**src/rtl/idwt_pkg.sv**
```systemverilog
// Shared types and helpers for the inverse LeGall 5/3 reconstruction stage.
// Build option IDWT53_SAT_EN clamps outputs to 0..2^DW-1 instead of wrapping.
package idwt_pkg;

    localparam int DW = 8;
    localparam int IW = 10;

    typedef enum logic [1:0] {
        IDLE,
        RUN,
        FLUSH
    } state_t;

    function automatic logic signed [IW-1:0] sext_h(logic [DW-1:0] h);
        return {{(IW-DW){h[DW-1]}}, h};
    endfunction

    function automatic logic signed [IW-1:0] zext_l(logic [DW-1:0] l);
        return {{(IW-DW){1'b0}}, l};
    endfunction

    function automatic logic [DW-1:0] to_out(logic signed [IW-1:0] v);
`ifdef IDWT53_SAT_EN
        if (v[IW-1])
            return '0;
        else if (v > IW'((1 << DW) - 1))
            return '1;
        else
            return v[DW-1:0];
`else
        return v[DW-1:0];
`endif
    endfunction

endpackage

```
**src/rtl/idwt53_recon_if.sv**
```systemverilog
// Coefficient-in / sample-out stream bundle for idwt53_recon.
// The slave side is the reconstruction block, the master side its environment.
interface idwt53_recon_if;
    import idwt_pkg::*;

    logic          in_valid;
    logic          in_ready;
    logic          in_last;
    logic [DW-1:0] L_in;
    logic [DW-1:0] H_in;
    logic          out_valid;
    logic          out_ready;
    logic          out_last;
    logic [DW-1:0] x_even;
    logic [DW-1:0] x_odd;

    modport master (
        output in_valid, in_last, L_in, H_in, out_ready,
        input  in_ready, out_valid, out_last, x_even, x_odd
    );

    modport slave (
        input  in_valid, in_last, L_in, H_in, out_ready,
        output in_ready, out_valid, out_last, x_even, x_odd
    );

endinterface

```
**src/rtl/idwt53_lift.sv**
```systemverilog
// Combinational inverse lifting: undo the update step for e[n],
// then undo the predict step for o[n-1] using unsaturated e values.
module idwt53_lift
    import idwt_pkg::*;
(
    input  logic signed [IW-1:0] h_prev_i,
    input  logic signed [IW-1:0] h_cur_i,
    input  logic signed [IW-1:0] l_cur_i,
    input  logic signed [IW-1:0] e_prev_i,
    output logic signed [IW-1:0] e_cur_o,
    output logic signed [IW-1:0] o_prev_o
);

    localparam logic signed [IW:0] RND = (IW+1)'(2);

    // One guard bit: sums of two IW-bit values can exceed IW bits
    logic signed [IW:0]   h_sum;
    logic signed [IW:0]   e_sum;
    logic signed [IW-1:0] h_q4;
    logic signed [IW-1:0] e_h2;

    always_comb begin
        h_sum    = {h_prev_i[IW-1], h_prev_i}
                 + {h_cur_i[IW-1], h_cur_i} + RND;
        h_q4     = IW'(h_sum >>> 2);
        e_cur_o  = l_cur_i - h_q4;
        e_sum    = {e_prev_i[IW-1], e_prev_i}
                 + {e_cur_o[IW-1], e_cur_o};
        e_h2     = IW'(e_sum >>> 1);
        o_prev_o = h_prev_i + e_h2;
    end

endmodule

```
**src/rtl/idwt53_recon.sv**
```systemverilog
// Streaming inverse 5/3 DWT: one (L,H) pair in, one (even,odd) pair out.
// Output wraps to DW bits unless IDWT53_SAT_EN is defined.
module idwt53_recon
    import idwt_pkg::*;
(
    input  logic clk,
    input  logic reset,
    idwt53_recon_if.slave bus
);

    state_t               state_q;
    logic signed [IW-1:0] h_q;
    logic signed [IW-1:0] e_q;
    logic                 out_valid_q;
    logic                 out_last_q;
    logic [DW-1:0]        x_even_q;
    logic [DW-1:0]        x_odd_q;

    logic                 out_free;
    logic                 in_fire;
    logic signed [IW-1:0] h_cur;
    logic signed [IW-1:0] h_prev;
    logic signed [IW-1:0] l_cur;
    logic signed [IW-1:0] e_d;
    logic signed [IW-1:0] o_d;

    assign out_free = !out_valid_q || bus.out_ready;
    assign bus.in_ready = (state_q != FLUSH) && out_free;
    assign in_fire = bus.in_valid && bus.in_ready;

    assign h_cur = sext_h(bus.H_in);
    assign l_cur = zext_l(bus.L_in);
    // First pair of a frame mirrors H[-1] = H[0]
    assign h_prev = (state_q == IDLE) ? h_cur : h_q;

    idwt53_lift u_lift (
        .h_prev_i (h_prev),
        .h_cur_i  (h_cur),
        .l_cur_i  (l_cur),
        .e_prev_i (e_q),
        .e_cur_o  (e_d),
        .o_prev_o (o_d)
    );

    assign bus.out_valid = out_valid_q;
    assign bus.out_last  = out_last_q;
    assign bus.x_even    = x_even_q;
    assign bus.x_odd     = x_odd_q;

    always_ff @(posedge clk or negedge reset) begin
        if (!reset) begin
            state_q     <= IDLE;
            h_q         <= '0;
            e_q         <= '0;
            out_valid_q <= 1'b0;
            out_last_q  <= 1'b0;
            x_even_q    <= '0;
            x_odd_q     <= '0;
        end else begin
            if (bus.out_ready) begin
                out_valid_q <= 1'b0;
                out_last_q  <= 1'b0;
            end
            unique case (1'b1)
                (state_q == IDLE): begin
                    if (in_fire) begin
                        h_q     <= h_cur;
                        e_q     <= e_d;
                        state_q <= bus.in_last ? FLUSH : RUN;
                    end
                end
                (state_q == RUN): begin
                    if (in_fire) begin
                        x_even_q    <= to_out(e_q);
                        x_odd_q     <= to_out(o_d);
                        out_valid_q <= 1'b1;
                        out_last_q  <= 1'b0;
                        h_q         <= h_cur;
                        e_q         <= e_d;
                        if (bus.in_last)
                            state_q <= FLUSH;
                    end
                end
                (state_q == FLUSH): begin
                    // Right edge mirrors e[N] = e[N-1]
                    if (out_free) begin
                        x_even_q    <= to_out(e_q);
                        x_odd_q     <= to_out(e_q + h_q);
                        out_valid_q <= 1'b1;
                        out_last_q  <= 1'b1;
                        state_q     <= IDLE;
                    end
                end
                default: state_q <= IDLE;
            endcase
        end
    end

endmodule

```
**src/flat_wrapper.sv**
```systemverilog
// flat-port wrapper written by rule: the top's interface ports become plain ports
module idwt53_recon_flat import idwt_pkg::*;
  (clk, reset, bus_in_valid, bus_in_last, bus_L_in, bus_H_in, bus_out_ready, bus_in_ready, bus_out_valid, bus_out_last, bus_x_even, bus_x_odd);
  idwt53_recon_if bus_i ();
  input  logic clk;
  input  logic reset;
  input wire logic [$bits(bus_i.in_valid)-1:0] bus_in_valid;
  input wire logic [$bits(bus_i.in_last)-1:0] bus_in_last;
  input wire logic [$bits(bus_i.L_in)-1:0] bus_L_in;
  input wire logic [$bits(bus_i.H_in)-1:0] bus_H_in;
  input wire logic [$bits(bus_i.out_ready)-1:0] bus_out_ready;
  output wire logic [$bits(bus_i.in_ready)-1:0] bus_in_ready;
  output wire logic [$bits(bus_i.out_valid)-1:0] bus_out_valid;
  output wire logic [$bits(bus_i.out_last)-1:0] bus_out_last;
  output wire logic [$bits(bus_i.x_even)-1:0] bus_x_even;
  output wire logic [$bits(bus_i.x_odd)-1:0] bus_x_odd;
  assign bus_i.in_valid = bus_in_valid;
  assign bus_i.in_last = bus_in_last;
  assign bus_i.L_in = bus_L_in;
  assign bus_i.H_in = bus_H_in;
  assign bus_i.out_ready = bus_out_ready;
  assign bus_in_ready = bus_i.in_ready;
  assign bus_out_valid = bus_i.out_valid;
  assign bus_out_last = bus_i.out_last;
  assign bus_x_even = bus_i.x_even;
  assign bus_x_odd = bus_i.x_odd;
  idwt53_recon u_core (.clk(clk), .reset(reset), .bus(bus_i));
endmodule
```
**config.mk**
```make
export PLATFORM = sky130hd
export DESIGN_NAME = idwt53_recon_flat
export DESIGN_NICKNAME = d
export VERILOG_FILES = /design/src/rtl/idwt_pkg.sv /design/src/rtl/idwt53_recon_if.sv /design/src/rtl/idwt53_lift.sv /design/src/rtl/idwt53_recon.sv /design/src/flat_wrapper.sv
export SDC_FILE = /design/constraint.sdc
export NUM_CORES = 1
export LEC_CHECK = 0
export CELL_PAD_IN_SITES_DETAIL_PLACEMENT = 1
export CELL_PAD_IN_SITES_GLOBAL_PLACEMENT = 2
export CORE_MARGIN = 1
export CORE_UTILIZATION = 37
export DETAILED_ROUTE_END_ITERATION = 10
export GPL_ROUTABILITY_DRIVEN = 0
export PLACE_DENSITY = 0.88
export RECOVER_POWER = 100
export SLEW_MARGIN = 20
export SYNTH_ARGS = -nofsm -noshare
export SYNTH_HDL_FRONTEND = slang
export SYNTH_HIERARCHICAL = 1
export SYNTH_SLANG_ARGS = --single-unit
```
**constraint.sdc**
```tcl
create_clock -name clk -period 6.9 [get_ports clk]
set_input_delay 0.69 -clock clk [delete_from_list [all_inputs] [get_ports clk]]
set_output_delay 0.69 -clock clk [all_outputs]
set_load 0.005 [all_outputs]
```
Yosys cells after proc, flatten, opt, wreduce, memory -nomap -nowiden. Cells that the tools add are included.

Reduce and logical (&&, ||, !) cells: 10. Mux-type cells: 21. $add $sub $neg: 6. Equal/unequal tests: 7.

Operator list (count): 8-bit 2-to-1 mux (4); 8-bit one-hot mux with 2 select lines (2); 8-bit adder (2); 10-bit by 8-bit adder with 11-bit output (1); 11-bit by 2-bit adder with 11-bit output, second input constant (1); 10-bit 2-to-1 mux (1); 2-bit 2-to-1 mux (5); 9-bit adder (1); 9-bit subtractor (1); 1-bit 2-to-1 mux (6); 2-bit by 1-bit inequality test with 1-bit output, second input constant (3); 2-bit one-hot mux with 3 select lines (1); 2-bit inequality test, second input constant (2); 1-bit one-hot mux with 2 select lines (2); 4-bit AND reduction (1); 3-bit AND reduction (1); 2-bit by 1-bit equality test with 1-bit output, second input constant (1); 2-bit equality test, second input constant (1); 1-bit logical AND (2); 2-bit zero test (1); 2-bit AND reduction (1); 2-bit nonzero test (1); 2-bit OR reduction (1); 1-bit zero test (1); 1-bit logical OR (1).

Output and inout bits: 19. Register bits after elaboration: 37. Logic and storage cells: 51.

Depth between registers and ports, before layout.
Depth in word-level cells: 9. Gate-level depth with buffers: 30.

Cells and area by module. The synthesis kept the hierarchy.

By module, submodules not included: idwt53_recon (sequential area each 950.9 µm², area each 2085.8 µm², times used 1, cells each 182); idwt53_lift (sequential area each 0.0 µm², area each 1667.8 µm², times used 1, cells each 215).

Least setup slack after synthesis. No wires, ideal clock.

Path type: register to register. From: register u_core.state_q[0]. To: register u_core.x_odd_q[7] (netlist: u_core/bus.x_odd[7]). Data arrival time: 5.616 ns. Setup time: 0.126 ns. Cell stages (with the launch flop): 28. Buffers on the path: 1. Slack: 1.158 ns. Period minus slack after synthesis: 5.742 ns. Cells stage by stage: dfrtp_1 inv_1 ha_1 buf_1 mux2_2 ha_1 ha_1 and4b_4 o21ai_0 nand2b_1 xnor2_1 ha_1 o21a_1 o31a_1 o21a_1 nor2_1 xnor2_1 ha_1 a21o_1 a21oi_1 o21ai_1 xor2_1 ha_1 or2_2 nor4_1 nor2_1 xor2_1 a311o_1.

Longest elaborated chain between the ends: 9. Elaborated cells between the ends (all ways): 18.

Ends and longest elaborated chain: start: declaration (line idwt53_recon.sv:11) `state_t state_q;`; start signal: assignment (line idwt53_recon.sv:69) `state_q <= bus.in_last ? FLUSH : RUN;`; 2-bit zero test (line idwt53_recon.sv:34) `assign h_prev = (state_q == IDLE) ? h_cur : h_q;`; 10-bit 2-to-1 mux (line idwt53_recon.sv:34); via u_core.h_prev[2] (line idwt53_recon.sv:22) `logic signed [IW-1:0] h_prev;`; 10-bit by 8-bit adder with 11-bit output (line idwt53_lift.sv:24) `+ {h_cur_i[IW-1], h_cur_i} + RND;`; 11-bit by 2-bit adder with 11-bit output (line idwt53_lift.sv:24); 9-bit subtractor (line idwt53_lift.sv:26) `e_cur_o = l_cur_i - h_q4;`; via u_core.e_d[5] (line idwt53_recon.sv:24) `logic signed [IW-1:0] e_d;`; 9-bit adder (line idwt53_lift.sv:28) `+ {e_cur_o[IW-1], e_cur_o};`; 8-bit adder (line idwt53_lift.sv:30) `o_prev_o = h_prev_i + e_h2;`; via u_core.o_d[7] (line idwt53_recon.sv:25) `logic signed [IW-1:0] o_d;`; 8-bit 2-to-1 mux (line idwt53_recon.sv:73) `if (in_fire) begin`; 8-bit one-hot mux with 2 select lines (line idwt53_recon.sv:64) `unique case (1'b1)`; end signal: assignment (line idwt53_recon.sv:75) `x_odd_q <= to_out(o_d);`; end signal: assignment (line idwt53_recon.sv:88) `x_odd_q <= to_out(e_q + h_q);`; end: declaration (line idwt53_recon.sv:17) `logic [DW-1:0] x_odd_q;`.

The timed path passes the listed nets, and every way through them passes these cells. The select of a mux whose other input is x is not followed. A chain may end at the register's enable or synchronous reset.

Final worst setup path. Same ends and word-level chain as after synthesis.

==> flow_metrics.tcl <==
set metrics [dict create \
    status "complete, but fails checks" \
    violations "capacitance limit, slew limit" \
    final.min_clock_period_ns 6.22 \
    synth_area_mm2 0.00353 \
    cts_htree_levels 2 \
    num_rows 35 \
    final_cell_mix "ha_1 (53), dfrtp_1 (37), nor2_1 (33), a21oi_1 (27)" \
    finalMaxSlewViolations 67 \
    cp_slowest_cell "ha_1" \
    start_util_pct 38.2 \
    num-nets-final 487 \
    rrSetupSlack_ns 0.68 \
    die_y_um 99.7 \
    required_ns 7.07 \
    ios 40 \
    cts.path.max_buffers 2 \
    endpoint_kind "flop" \
    crit_type "flop to flop" \
    drv_cap 2 \
    finClkSkew_ns 0.00841 \
    worstHoldPathCells 1 \
    synth_nets 447 \
    cts_tree "yes" \
    core-area_mm2 0.00924 \
    drt_iter0_drc 34 \
    dp_hpwl_um 6470 \
    regToRegStartpoint "u_core/state_q[0]$_DFFE_PN0P_" \
    rsz0062_at_grt "false" \
    ctsHoldBuffers 0 \
    ys_warn_count 6 \
    antenna_found_initial 0 \
    tightest_slew_ns 2.20 \
    grt_pass1_vias 2869 \
    hold_violations 0 \
    path_max_fanout 13 \
    port_buffers 39 \
    hp-start "u_core/bus.x_even[1]$_DFFE_PN0P_" \
    post_cts_resized 0 \
    fin_crit_sh_pct 90.1 \
    cp.arrival_ns 6.38 \
    r2r_end "u_core/bus.x_odd[7]$_DFFE_PN0P_" \
    crit_chain "inv_1 > ha_1 > mux2_2 > ha_1 > ha_1 > and4b_4 > o31a_1 > or3_1 > a21oi_2 > xor2_1 > ha_1 > or4_4 > o21ai_0 > xnor2_1 > ha_1 > xor2_1 > ha_1 > or2_2 > nor4_1 > nor2_1 > xor2_1 > a311o_1" \
    die_area_mm2 0.00994 \
    cts_buffers 5 \
    grt_usage_pct 17.4 \
    syn_to_final_growth_pct 16.2 \
    synth_area_per_cell_um2 9.59 \
    critPathLaunchType "flop" \
    setup_viol 0 \
    totalNegativeSetupSlack_ns 0 \
    fmax_ghz 0.161 \
    max_slew_margin_pct -46.4 \
    ant_nets 0 \
    clk_latency_ns 0.29 \
    nFillCells 1075 \
    finalWirelength_um 8080 \
    path_common_cell "ha_1" \
    synthCells 368 \
    die_w_um 99.7 \
    wire_per_inst_um 15.1 \
    viasPerCell 5.23 \
    cts_setup_buffers 0 \
    reg2regPathDepth 22 \
    num_vias 2801 \
    hold_end "u_core/bus.x_even[1]$_DFFE_PN0P_" \
    diodes 0 \
    path_clk_slew_ns 0.07 \
    grt-ovfl-total 0 \
    clock-sinks 37 \
    cts_root_buffer "clkbuf_8" \
    grt_max_degree 38 \
    final_common_cell "ha_1" \
    grt_pass1_wl_um 13800 \
    drc 0 \
    hp-class "flop to flop" \
    drive_gt1_share_pct 9.34 \
    slowest_delay_ns 0.55 \
    dr.pass1.iters 4 \
]
==> metrics by stage <==
step           worst slack (ns)  hold slack (ns)  instances  cell area (um^2)  utilization, %
3_5_place_dp              0.731            0.478        530              4060            43.9
4_1_cts                   0.662            0.495        536              4130            44.7
3_3_place_gp              0.880            0.471        530              4060            43.9
2_1_floorplan              1.29            0.394        368              3530               -
6_report                  0.684            0.481        536              4100            44.4
5_1_grt                   0.289            0.499        536              4100            44.4
==> layout make-up <==
class,instances,area [um^2],area share [%]
Clock inverter,1,5.00,0.122
Clock buffer,5,68.8,1.68
Sequential cell,37,926,22.6
Timing Repair Buffer,40,388,9.46
Multi-Input combinational cell,303,2470,60.3
Inverter,21,78.8,1.92
Tap cell,129,161,3.94
==> per-layer routing <==
metal	up-vias	wire length, um	GRT usage, %
met5	-	0	0
met3	4	179	2.04
li1	1398	-	-
met4	0	53	3.73
met1	1360	3920	23.4
met2	39	3920	29.8
==> critical path: cells and delay by family (launching register included) <==
kind	cells	cell delay [ns]
compound gates	4	0.98
simple gates	6	1.58
xor+xnor	4	0.65
buf+inv	1	0.11
fa+ha+maj	6	1.97
mux	1	0.42
flops	1	0.38
==> sequential cells by signal (all words and copies together), names as in the netlist <==
register              flops
u_core/bus.out_valid      1
u_core/h_q                8
u_core/bus.x_even         8
u_core/e_q                9
u_core/state_q            2
u_core/bus.x_odd          8
u_core/bus.out_last       1
==> worst max path at each step <==
stage / start / to / slack (ns) / cells past startpoint
floorplan: u_core/state_q[0]$_DFFE_PN0P_ / u_core/bus.x_odd[7]$_DFFE_PN0P_ / 1.29 / 27
global placement: bus_H_in[1] / u_core/bus.x_odd[7]$_DFFE_PN0P_ / 0.88 / 27
detailed placement: bus_H_in[1] / u_core/bus.x_odd[7]$_DFFE_PN0P_ / 0.73 / 27
CTS: u_core/state_q[0]$_DFFE_PN0P_ / u_core/bus.x_odd[7]$_DFFE_PN0P_ / 0.66 / 26
global route: u_core/state_q[0]$_DFFE_PN0P_ / u_core/bus.x_odd[7]$_DFFE_PN0P_ / 0.29 / 27
finish: u_core/state_q[0]$_DFFE_PN0P_ / u_core/bus.x_odd[7]$_DFFE_PN0P_ / 0.68 / 22
Power is left out: the tool's default activity adds up to more than one toggle a clock period on the data nets, which glitch-free logic cannot reach.
